File: src/rtl/wb_dest_pkg.sv
// Shared definitions for the write-back destination queue:
// selector encodings, default SP/RA indices and the queue entry layout.
package wb_dest_pkg;

    localparam logic [1:0] SEL_RT = 2'b00;
    localparam logic [1:0] SEL_RD = 2'b01;
    localparam logic [1:0] SEL_SP = 2'b10;
    localparam logic [1:0] SEL_RA = 2'b11;

    localparam int DEF_SP_REG = 29;
    localparam int DEF_RA_REG = 31;

    // Entry address field is sized for the widest register file supported;
    // instances use the low AW bits.
    localparam int ADDR_MAX_W = 8;

    typedef struct packed {
        logic                  valid;
        logic                  is_null;  // destination was r0: keep order, never write
        logic [ADDR_MAX_W-1:0] addr;
    } dest_entry_t;

endpackage

File: src/rtl/wb_dest_queue_fifo.sv
// DEPTH-entry circular buffer of destination entries. The whole entry array
// is exposed so the parent can run the pending-write comparators on it.
module dest_fifo
    import wb_dest_pkg::*;
#(
    parameter  int DEPTH = 4,
    localparam int PW    = $clog2(DEPTH),
    localparam int CW    = PW + 1
) (
    input  logic                    clk,
    input  logic                    reset,
    input  logic                    push_i,
    input  dest_entry_t             push_entry_i,
    input  logic                    pop_i,
    output dest_entry_t             head_o,
    output logic [CW-1:0]           count_o,
    output dest_entry_t [DEPTH-1:0] entries_o
);

    dest_entry_t [DEPTH-1:0] mem_q;
    logic [PW-1:0]           wr_q, rd_q;
    logic [CW-1:0]           cnt_q, cnt_d;

    // Occupancy next state; push and pop together leave it unchanged.
    always_comb begin
        cnt_d = cnt_q;
        case ({push_i, pop_i})
            2'b10:   cnt_d = cnt_q + CW'(1);
            2'b01:   cnt_d = cnt_q - CW'(1);
            default: cnt_d = cnt_q;
        endcase
    end

    // Storage and pointers; popping clears the valid bit so the scoreboard
    // only sees outstanding entries. Pointers wrap naturally (DEPTH is 2**PW).
    always_ff @(posedge clk or posedge reset) begin
        if (reset) begin
            mem_q <= '0;
            wr_q  <= '0;
            rd_q  <= '0;
            cnt_q <= '0;
        end else begin
            if (push_i) begin
                mem_q[wr_q] <= push_entry_i;
                wr_q        <= wr_q + PW'(1);
            end
            if (pop_i) begin
                mem_q[rd_q].valid <= 1'b0;
                rd_q              <= rd_q + PW'(1);
            end
            cnt_q <= cnt_d;
        end
    end

    assign head_o    = mem_q[rd_q];
    assign count_o   = cnt_q;
    assign entries_o = mem_q;

endmodule

File: src/rtl/wb_dest_queue.sv
// In-order write-back destination queue: decodes the destination at issue,
// pairs the oldest one with arriving write-back data to drive the register
// file write port, and reports pending writes for hazard stalls.
module wb_dest_queue
    import wb_dest_pkg::*;
#(
    parameter  int AW     = 5,
    parameter  int DW     = 32,
    parameter  int DEPTH  = 4,
    parameter  int SP_REG = DEF_SP_REG,
    parameter  int RA_REG = DEF_RA_REG,
    localparam int CW     = $clog2(DEPTH) + 1
) (
    input  logic          clk,
    input  logic          reset,
    input  logic          issue_valid,
    output logic          issue_ready,
    input  logic [1:0]    dst_sel,
    input  logic [AW-1:0] rt_field,
    input  logic [AW-1:0] rd_field,
    input  logic          wb_valid,
    input  logic [DW-1:0] wb_data,
    output logic          rf_we,
    output logic [AW-1:0] rf_waddr,
    output logic [DW-1:0] rf_wdata,
    input  logic [AW-1:0] src_a,
    input  logic [AW-1:0] src_b,
    output logic          busy_a,
    output logic          busy_b,
    output logic [CW-1:0] count,
    output logic          err
);

    localparam logic [AW-1:0] SP_A = AW'(SP_REG);
    localparam logic [AW-1:0] RA_A = AW'(RA_REG);

    logic [AW-1:0]           dec_addr;
    dest_entry_t             new_entry, head;
    dest_entry_t [DEPTH-1:0] entries;
    logic [CW-1:0]           fifo_cnt;
    logic                    push, pop;

    logic          rf_we_q, rf_we_d;
    logic [AW-1:0] rf_waddr_q, rf_waddr_d;
    logic [DW-1:0] rf_wdata_q, rf_wdata_d;
    logic          err_q, err_d;

    // Destination decode from the instruction fields / fixed SP, RA indices.
    always_comb begin
        dec_addr = rt_field;
        case (dst_sel)
            SEL_RT:  dec_addr = rt_field;
            SEL_RD:  dec_addr = rd_field;
            SEL_SP:  dec_addr = SP_A;
            SEL_RA:  dec_addr = RA_A;
            default: dec_addr = rt_field;
        endcase
    end

    assign new_entry.valid   = 1'b1;
    assign new_entry.is_null = (dec_addr == '0);
    assign new_entry.addr    = ADDR_MAX_W'(dec_addr);

    // Full refuses issue regardless of a same-cycle pop; an empty queue
    // cannot pop, so a same-cycle issue is never consumed by that write-back.
    assign issue_ready = (fifo_cnt < CW'(DEPTH));
    assign push        = issue_valid && issue_ready;
    assign pop         = wb_valid && (fifo_cnt != '0);

    dest_fifo #(.DEPTH(DEPTH)) u_fifo (
        .clk          (clk),
        .reset        (reset),
        .push_i       (push),
        .push_entry_i (new_entry),
        .pop_i        (pop),
        .head_o       (head),
        .count_o      (fifo_cnt),
        .entries_o    (entries)
    );

    // Write-port next state: address/data hold when nothing pops; the error
    // flag latches any write-back that finds the queue empty.
    always_comb begin
        rf_we_d    = pop && !head.is_null;
        rf_waddr_d = rf_waddr_q;
        rf_wdata_d = rf_wdata_q;
        if (pop) begin
            rf_waddr_d = head.addr[AW-1:0];
            rf_wdata_d = wb_data;
        end
        err_d = err_q | (wb_valid && !pop);
    end

    // Registered register-file write port and sticky error.
    always_ff @(posedge clk or posedge reset) begin
        if (reset) begin
            rf_we_q    <= 1'b0;
            rf_waddr_q <= '0;
            rf_wdata_q <= '0;
            err_q      <= 1'b0;
        end else begin
            rf_we_q    <= rf_we_d;
            rf_waddr_q <= rf_waddr_d;
            rf_wdata_q <= rf_wdata_d;
            err_q      <= err_d;
        end
    end

    // Pending-write scoreboard: any live non-null entry, plus the write
    // currently being committed, marks a source busy; r0 is never busy.
    always_comb begin
        busy_a = 1'b0;
        busy_b = 1'b0;
        for (int i = 0; i < DEPTH; i++) begin
            if (entries[i].valid && !entries[i].is_null) begin
                if (entries[i].addr == ADDR_MAX_W'(src_a)) busy_a = 1'b1;
                if (entries[i].addr == ADDR_MAX_W'(src_b)) busy_b = 1'b1;
            end
        end
        if (rf_we_q && rf_waddr_q == src_a) busy_a = 1'b1;
        if (rf_we_q && rf_waddr_q == src_b) busy_b = 1'b1;
        if (src_a == '0) busy_a = 1'b0;
        if (src_b == '0) busy_b = 1'b0;
    end

    assign rf_we    = rf_we_q;
    assign rf_waddr = rf_waddr_q;
    assign rf_wdata = rf_wdata_q;
    assign count    = fifo_cnt;
    assign err      = err_q;

endmodule

File: config.mk
export PLATFORM = sky130hd
export DESIGN_NAME = wb_dest_queue
export DESIGN_NICKNAME = d
export VERILOG_FILES = /design/src/rtl/wb_dest_pkg.sv /design/src/rtl/wb_dest_queue_fifo.sv /design/src/rtl/wb_dest_queue.sv
export SDC_FILE = /design/constraint.sdc
export NUM_CORES = 1
export LEC_CHECK = 0
export CORE_ASPECT_RATIO = 0.6
export CORE_MARGIN = 2
export CORE_UTILIZATION = 46
export CTS_CLUSTER_SIZE = 30
export DETAILED_ROUTE_END_ITERATION = 10
export GPL_ROUTABILITY_DRIVEN = 0
export HOLD_SLACK_MARGIN = 0.12
export PLACE_DENSITY = 0.73
export SETUP_SLACK_MARGIN = 0.05
export SYNTH_ARGS = -nofsm -noshare
export SYNTH_HDL_FRONTEND = slang
export SYNTH_HIERARCHICAL = 1
export SYNTH_SLANG_ARGS = --single-unit
File: constraint.sdc
create_clock -name clk -period 1.95 [get_ports clk]
set_input_delay 0.195 -clock clk [delete_from_list [all_inputs] [get_ports clk]]
set_output_delay 0.195 -clock clk [all_outputs]
set_load 0.02 [all_outputs]
* Word-level counts from Yosys, hierarchy flattened
Cells that the tools add are included.
** Storage, ports and cells
- Output and inout bits :: 45
- Input port bits :: 58
- Register bits after elaboration :: 86
- Logic and storage cells :: 100
** Cells by class
- Reduce and logical (&&, ||, !) cells :: 24
- Add/subtract/negate cells :: 4
- Magnitude comparators :: 5
- Eq/ne operators :: 15
- Muxes and demuxes :: 32
- Bitwise operators :: 1
** Operators with widths (number)
- $bwmux 40 :: 2
- $mux 40 :: 2
- $eq 8x5->1 :: 8
- $demux 10 s2 :: 2
- $bmux 10 s2 :: 1
- $mux 1 :: 20
- $mux 10 :: 2
- $pmux 5 s4 :: 1
- $logic_not 5->1 :: 3
- $logic_and 1x1->1 :: 12
- $eq 5x5->1 :: 2
- $mux 9 :: 1
- $eq 2x2->1 const B :: 3
- $logic_not 1->1 :: 6
- $lt 2x3->1 const B :: 2
- $pmux 3 s2 :: 1
- $add 2x1->2 const B :: 2
- $eq 2x1->1 const B :: 2
- $ge 2x1->1 const B :: 2
- $add 3x1->3 const B :: 1
- $lt 3x3->1 const B :: 1
- $reduce_bool 3->1 :: 1
- $sub 3x1->3 const B :: 1
- $logic_not 2->1 :: 1
- 2 further kinds :: 2

* Depth between registers and ports, before layout
Gate-level depths: netlist (run 1).
- Depth in word-level cells :: 11
- Depth in mapped cells :: 9
- Gate-level depth less buffers :: 8

* By module
The synthesis (run 1) kept the hierarchy.
** By module, submodules not included
- wb_dest_queue :: area each 2273.4 um^2, cells each 278, instances 1
- dest_fifo :: area each 2168.3 um^2, cells each 136, instances 1

* Worst setup path after synthesis (run 1)
No wires, ideal clock.
- Kind :: register -> register
- Start :: register u_fifo.cnt_q[2] (netlist: u_fifo/count_o[2])
- End :: register u_fifo.cnt_q[2] (netlist: u_fifo/count_o[2])
- Library setup time :: 0.134 ns
- Period minus slack after synthesis :: 2.224 ns
- Data arrival time :: 2.091 ns
- Path buffers :: 1
- Slack :: -0.274 ns
- Required time :: 1.816 ns
- Cell stages (with the launch flop) :: 10
- Cell sequence :: dfrtp_1 > nor3_1 > nand2b_1 > inv_1 > clkbuf_1 > ha_1 > fa_1 > xnor2_1 > nor2_1 > xor2_1
** On the way
- Longest elaborated chain between the ends :: 4
- Elaborated cells between the ends (all ways) :: 10
- Classes of those cells :: add/sub: 2; order compare: 1; eq/ne: 2; mux: 1; reduce/logical: 4
** RTL lines
- start, declared :: line wb_dest_queue_fifo.sv:22 : logic [CW-1:0] cnt_q, cnt_d;
- start signal, assigned :: line wb_dest_queue_fifo.sv:51 : cnt_q <= cnt_d;
- $reduce_bool 3->1 * :: line wb_dest_queue.sv:68 : assign pop = wb_valid && (fifo_cnt != '0);
- $logic_and 1x1->1 * :: line wb_dest_queue.sv:68
- via pop :: line wb_dest_queue.sv:41 : logic push, pop;
- $eq 2x1->1 / $eq 2x2->1 (equally long branches) :: line wb_dest_queue_fifo.sv:27 : case ({push_i, pop_i})
- $pmux 3 s2 / $reduce_bool 2->1 (equally long branches)
Mark *: on every way through the listed nets, which the timed path passes. The rest lies on a longest branch.
A chain may end at the register's enable or synchronous reset.

==> run_results.csv, run 1 <==
group,metric,value,unit
status,status,"finished with violations",
status,violations,"negative setup slack",
grt,grtUsageTotal,23.3,%
sta,setup_ws,-0.289,ns
detailed_routing,wire_per_inst,16.6,um
sta,skew,0.00736,ns
die,ios,103,
clock_tree,htreeDepth,3,
detailed_routing,routed_wirelength,11500,um
grt,grt_max_degree,48,
clock_tree,clockRootBuffer,"clkbuf_16",
grt,grt_pass1_wl,18100,um
worst_setup_path,crit_fanout,2,
power_and_ir_drop,pwr-share-seq,35.0,%
sta,finalSetupViolCount,2,
worst_setup_path,cp.required,1.75,ns
clock_tree,cts_tree,"yes",
die,die_h,79.3,um
synth,syn_area_per_cell,10.6,um2
cells_and_area,final_net_count,630,
power_and_ir_drop,p_int,5.83,mW
clock_tree,cts_setup_buffers,0,
sta,rsz0062_at_grt,"true",
die,core_area,0.00919,mm2
power_and_ir_drop,p_comb_share,44.7,%
flow_run,cap_violations,0,
worst_setup_path,worstPathArrival,2.04,ns
power_and_ir_drop,p_leak,2.88,nW
sta,maxSlewHeadroom,59.4,%
sta,fmax,447,MHz
detailed_routing,drc_errors,0,
worst_hold_path,hold_class,"primary input to async pin",
power_and_ir_drop,switching_share,36.7,%
cells_and_area,antennaDiodeCount,0,
worst_setup_path,cp-end-kind,"primary output",
sta,max_slew.worst_pin.slew,0.609,ns
worst_setup_path,r2r-start,"u_fifo/count_o[2]$_DFFE_PP0P_",
sta,maxSlewViolCount,0,
sta,period_share,115,%
die,initial_core_util,47.3,%
clock_tree,clk_pin_slew,0.07,ns
die,die_area,0.0103,mm2
clock_tree,cts_num_sinks,86,
cells_and_area,n_fill_cell,702,
synth,netlist_instances,410,
clock_tree,clk_latency,0.35,ns
cells_and_area,seq_area,0.00215,mm2
grt,grt_overflow,0,
power_and_ir_drop,power.total,9.21,mW
cells_and_area,syn2layout_area_growth,44.8,%
grt,antenna_found_initial,0,
die,num_rows,27,
sta,post-route-min-period,2.24,ns
placed_design,dp_hpwl,8550,um
grt,grt_pass1_vias,3484,
power_and_ir_drop,switching_power,3.38,mW
detailed_routing,viasPerCell,4.95,
detailed_routing,dr.pass1.iters,4,
placed_design,io_buffers,102,
die,chipWidth,129,um
detailed_routing,first_iter_violations,134,
worst_setup_path,path_class,"register to primary output",
cells_and_area,layout-drive-gt1-share,24.3,%
clock_tree,cts_max_path_buffers,2,
power_and_ir_drop,irDropWorstVdd,0.834,mV
power_and_ir_drop,powerDensity,1460,mW/mm2
cells_and_area,utilization,68.4,%
synth,ys_warn_count,6,
detailed_routing,vias,3451,
worst_setup_path,critPathLaunchType,"register",
sta,hold_viol_final,0,
cells_and_area,multiInputGateArea,0.00224,mm2
sta,tns,-0.532,ns
clock_tree,cts_inserted_buffers,9,
synth,netlist_area,0.00434,mm2
detailed_routing,antenna_left,0,
power_and_ir_drop,p_clk_share,20.3,%
==> stage by stage <==
stage / setup WS [ns] / area (um2) / hold WS (ns) / instances
after floorplan: -0.00314 / 4440 / 0.300 / 424
after global routing: -0.336 / 6290 / 0.384 / 697
after detailed placement: -0.663 / 5850 / 0.452 / 681
final: -0.289 / 6290 / 0.325 / 697
after global placement: -0.514 / 5850 / 0.443 / 681
after CTS: -0.268 / 6230 / 0.350 / 697
==> cell type report <==
type,instances,share of cell area [%]
Clock inverter,6,1.47
Clock buffer,10,3.64
Multi-Input combinational cell,306,35.6
Inverter,9,0.577
Sequential cell,86,34.3
Timing Repair Buffer,150,21.9
Tap cell,130,2.59
==> placed cells by master, fill, tap and decap left out, drive strengths merged <==
cell type and count:
nand2 119, clkdlybuf4s50 100, dfrtp 86, buf 50
mux2 37, xor2 29, xnor2 26, conb 16
clkbuf 10, inv 10, nor4 10, ha 9
nor2 6, a21oi 6, mux4 6, or4 6
nand3 5, mux2i 4, nand2b 4, a211o 4
nor3 4, nor2b 4, o21ai 3, nand4 2
bufinv 2, clkinvlp 2, and2b 1, and3 1
a41oi 1, a31oi 1, a21o 1, clkinv 1
fa 1
==> worst paths after layout <==
| check | endpoint | slack, ns | cells past startpoint |
|---|---|---|---|
| min in group clk | rf_wdata[29]$_DFFE_PP0P_ | 0.37 | 3 |
| max in group asynchronous | u_fifo/count_o[1]$_DFFE_PP0P_ | 1.14 | 3 |
| hold reg to reg | err$_DFF_PP0_ | 0.46 | 1 |
| setup / recovery | busy_b | -0.29 | 7 |
| setup reg to reg | u_fifo/count_o[2]$_DFFE_PP0P_ | 0.08 | 8 |
| hold / removal | rf_waddr[3]$_DFFE_PP0P_ | 0.32 | 3 |
==> worst max-delay path, stage by stage, from the launching register on <==
cell and delay [ns]:
dfrtp_1 0.39, nor4_1 0.27, buf_4 0.18, nand4_1 0.16, nor4_2 0.20, a41oi_1 0.10, a21oi_2 0.22, buf_4 0.17
==> repair_timing <==
action | 4_1_cts | 5_1_grt
resized for setup | 22 | 9
hold buffers | 0 | 0
pin swaps | 5 | 7
setup endpoints to repair | 3 | 3
==> routing by layer <==
metal / up-vias / part of all wire [%] / track usage, %
met5: - / 0 / 0
met2: 86 / 46 / 35.1
met4: 0 / 1.1 / 5.05
li1: 1634 / - / -
met1: 1714 / 48 / 33.3
met3: 17 / 5.4 / 7.14
==> power by group through the flow <==
stage	clock network, mW	registers [mW]	logic (mW)
floorplan	0	3.47	1.94
global placement	0	3.17	3.83
detailed placement	0	3.21	3.94
CTS	1.89	3.20	4.03
global route	1.96	3.32	4.45
finish	1.87	3.22	4.12
Power figures use the tool's default switching activity.
==> inputs of run 2 (changes only) <==
--- a/config.mk
+++ b/config.mk
@@ -7,12 +7,12 @@
 export LEC_CHECK = 0
 export CORE_ASPECT_RATIO = 0.6
 export CORE_MARGIN = 2
-export CORE_UTILIZATION = 46
+export CORE_UTILIZATION = 54
 export CTS_CLUSTER_SIZE = 30
 export DETAILED_ROUTE_END_ITERATION = 10
 export GPL_ROUTABILITY_DRIVEN = 0
 export HOLD_SLACK_MARGIN = 0.12
-export PLACE_DENSITY = 0.73
+export PLACE_DENSITY = 0.81
 export SETUP_SLACK_MARGIN = 0.05
 export SYNTH_ARGS = -nofsm -noshare
 export SYNTH_HDL_FRONTEND = slang
==> constraint.sdc (replaced) <==
create_clock -name clk -period 2.75 [get_ports clk]
set_input_delay 0.275 -clock clk [delete_from_list [all_inputs] [get_ports clk]]
set_output_delay 0.275 -clock clk [all_outputs]
set_load 0.02 [all_outputs]
==> run 2 against run 1 <==
  * The run now ends clean
  * Final area is 7.4% lower
  * Sequential power is 28% lower
  * Worst setup slack better by 0.50 ns
  * Global-route usage is 4.1 points higher
  * Final cell count is 8.6% lower
  * Combinational power is 40% lower
  * First-iteration DRC count is 79% higher
  * Register-to-register slack better by 0.61 ns
==> run_results.csv, run 2 (synthesis gave the netlist of run 1 again) <==
group,metric,value,unit
power_and_ir_drop,p_leak,2.66,nW
placed_design,place_ws,0.0633,ns
sta,max_slew.worst_pin.slew,0.599,ns
clock_tree,clockRootBuffer,"clkbuf_16",
placed_design,io_buffers,102,
cells_and_area,final_common_cell,"nand2_1",
cells_and_area,n_fill_cell,576,
clock_tree,cts_num_sinks,86,
grt,antenna_found_initial,0,
worst_setup_path,cp-end-kind,"primary output",
worst_setup_path,critPathLaunchType,"register",
cells_and_area,utilization,74.2,%
sta,post-route-min-period,2.54,ns
placed_design,dp_hpwl,8070,um
cells_and_area,syn2layout_area_growth,34.1,%
power_and_ir_drop,powerDensity,1040,mW/mm2
clock_tree,htreeDepth,3,
grt,grt_pass1_wl,17900,um
worst_setup_path,cp.required,2.48,ns
grt,grt_overflow,0,
worst_setup_path,crit_fanout,3,
detailed_routing,routed_wirelength,11100,um
worst_setup_path,path_class,"register to primary output",
worst_setup_path,cp_slowest_cell,"or4_1",
cells_and_area,final_net_count,592,
detailed_routing,vias,3355,
clock_tree,cts_setup_buffers,0,
worst_setup_path,slowest_delay,0.61,ns
die,num_rows,25,
sta,fmax,394,MHz
sta,rsz0062_at_grt,"false",
sta,finalSetupViolCount,0,
flow_run,cap_violations,0,
clock_tree,cts_tree,"yes",
detailed_routing,antenna_left,0,
die,die_h,73.5,um
status,status,"complete, no violations",
detailed_routing,dr.pass1.iters,4,
worst_setup_path,path_cells,"or4_1 -> nor4_2 -> nor3_1 -> a21oi_1 -> dlygate4sd2_1",
sta,period_share,92.2,%
clock_tree,clk_pin_slew,0.06,ns
clock_tree,cts_inserted_buffers,9,
grt,grt_max_degree,45,
die,initial_core_util,55.3,%
sta,skew,0.00660,ns
die,die_area,0.00880,mm2
detailed_routing,drc_errors,0,
cells_and_area,antennaDiodeCount,0,
sta,setup_ws,0.214,ns
worst_setup_path,worstPathArrival,2.26,ns
sta,whs,0.346,ns
detailed_routing,first_iter_violations,240,
power_and_ir_drop,irDropWorstVdd,0.603,mV
clock_tree,clk_latency,0.34,ns
die,chipWidth,120,um
cells_and_area,final_cell_mix,"nand2_1 (115), clkdlybuf4s50_1 (100), dfrtp_1 (86), mux2_2 (37), xor2_1 (29)",
cells_and_area,layout-drive-gt1-share,15.1,%
clock_tree,cts_max_path_buffers,2,
detailed_routing,viasPerCell,5.27,
sta,hold_viol_final,0,
die,ios,103,
die,core_area,0.00785,mm2
sta,maxSlewViolCount,0,
detailed_routing,wire_per_inst,17.3,um
sta,maxSlewHeadroom,60.0,%
grt,grtUsageTotal,27.3,%
sta,tns,0,ns
worst_hold_path,hold_class,"primary input to async pin",
grt,grt_pass1_vias,3392,
run 2: critical path, delay by kind of cell (launching register included):
kind	cells	cell delay, ns
DFF	1	0.42
AOI/OAI and AO/OA	1	0.12
buffers and inverters	1	0.36
and+or+nand+nor	3	1.02
run 2: report_power, final:
group | switching, mW | total, mW | internal, mW
clock network | 0.505 | 1.24 | 0.733
registers | 0.550 | 2.33 | 1.78
logic | 1.19 | 2.47 | 1.28
total | 2.24 | 6.04 | 3.80
run 2: repair_timing:
item,4_1_cts,5_1_grt
endpoints found under the setup margin,2,2
resized for setup,2,2
hold buffers,0,0
run 2: final cells by class:
class                   instances  area (um2)  area share (%)
multi-input cells             306        2100            36.0
clock buffers                  10         239            4.10
flip-flops and latches         86        2150            36.9
inverters                       9        33.8           0.580
repair buffers                112        1090            18.8
clock inverters                 6        71.3            1.22
well taps                     108         135            2.32
run 2: layer usage:
metal | up-vias | routed length [um] | global-route usage, %
met5 | - | 0 | 0
met4 | 0 | 138 | 6.93
met3 | 15 | 791 | 8.46
met2 | 125 | 5100 | 41.8
met1 | 1658 | 5020 | 38.5
li1 | 1557 | - | -
run 2: per-stage QoR:
stage / instance area (um2) / power [mW] / cells
global route: 5820 / 6.43 / 637
detailed placement: 5510 / 4.78 / 621
global placement: 5510 / 4.68 / 621
finish: 5820 / 6.04 / 637
floorplan: 4400 / 3.80 / 424
CTS: 5810 / 6.05 / 637
run 2: final timing paths:
path,startpoint,to,slack (ns),depth (start not counted)
max,register,busy_a,0.21,5
min,reset,async pin,0.35,2
max reg2reg,u_fifo/count_o[2]$_DFFE_PP0P_,u_fifo/count_o[2]$_DFFE_PP0P_,0.69,8
min reg2reg,err$_DFF_PP0_,err$_DFF_PP0_,0.47,1
max in group asynchronous,reset,u_fifo/count_o[1]$_DFFE_PP0P_,1.81,3
min in group clk,wb_data[13],rf_wdata[13]$_DFFE_PP0P_,0.46,3
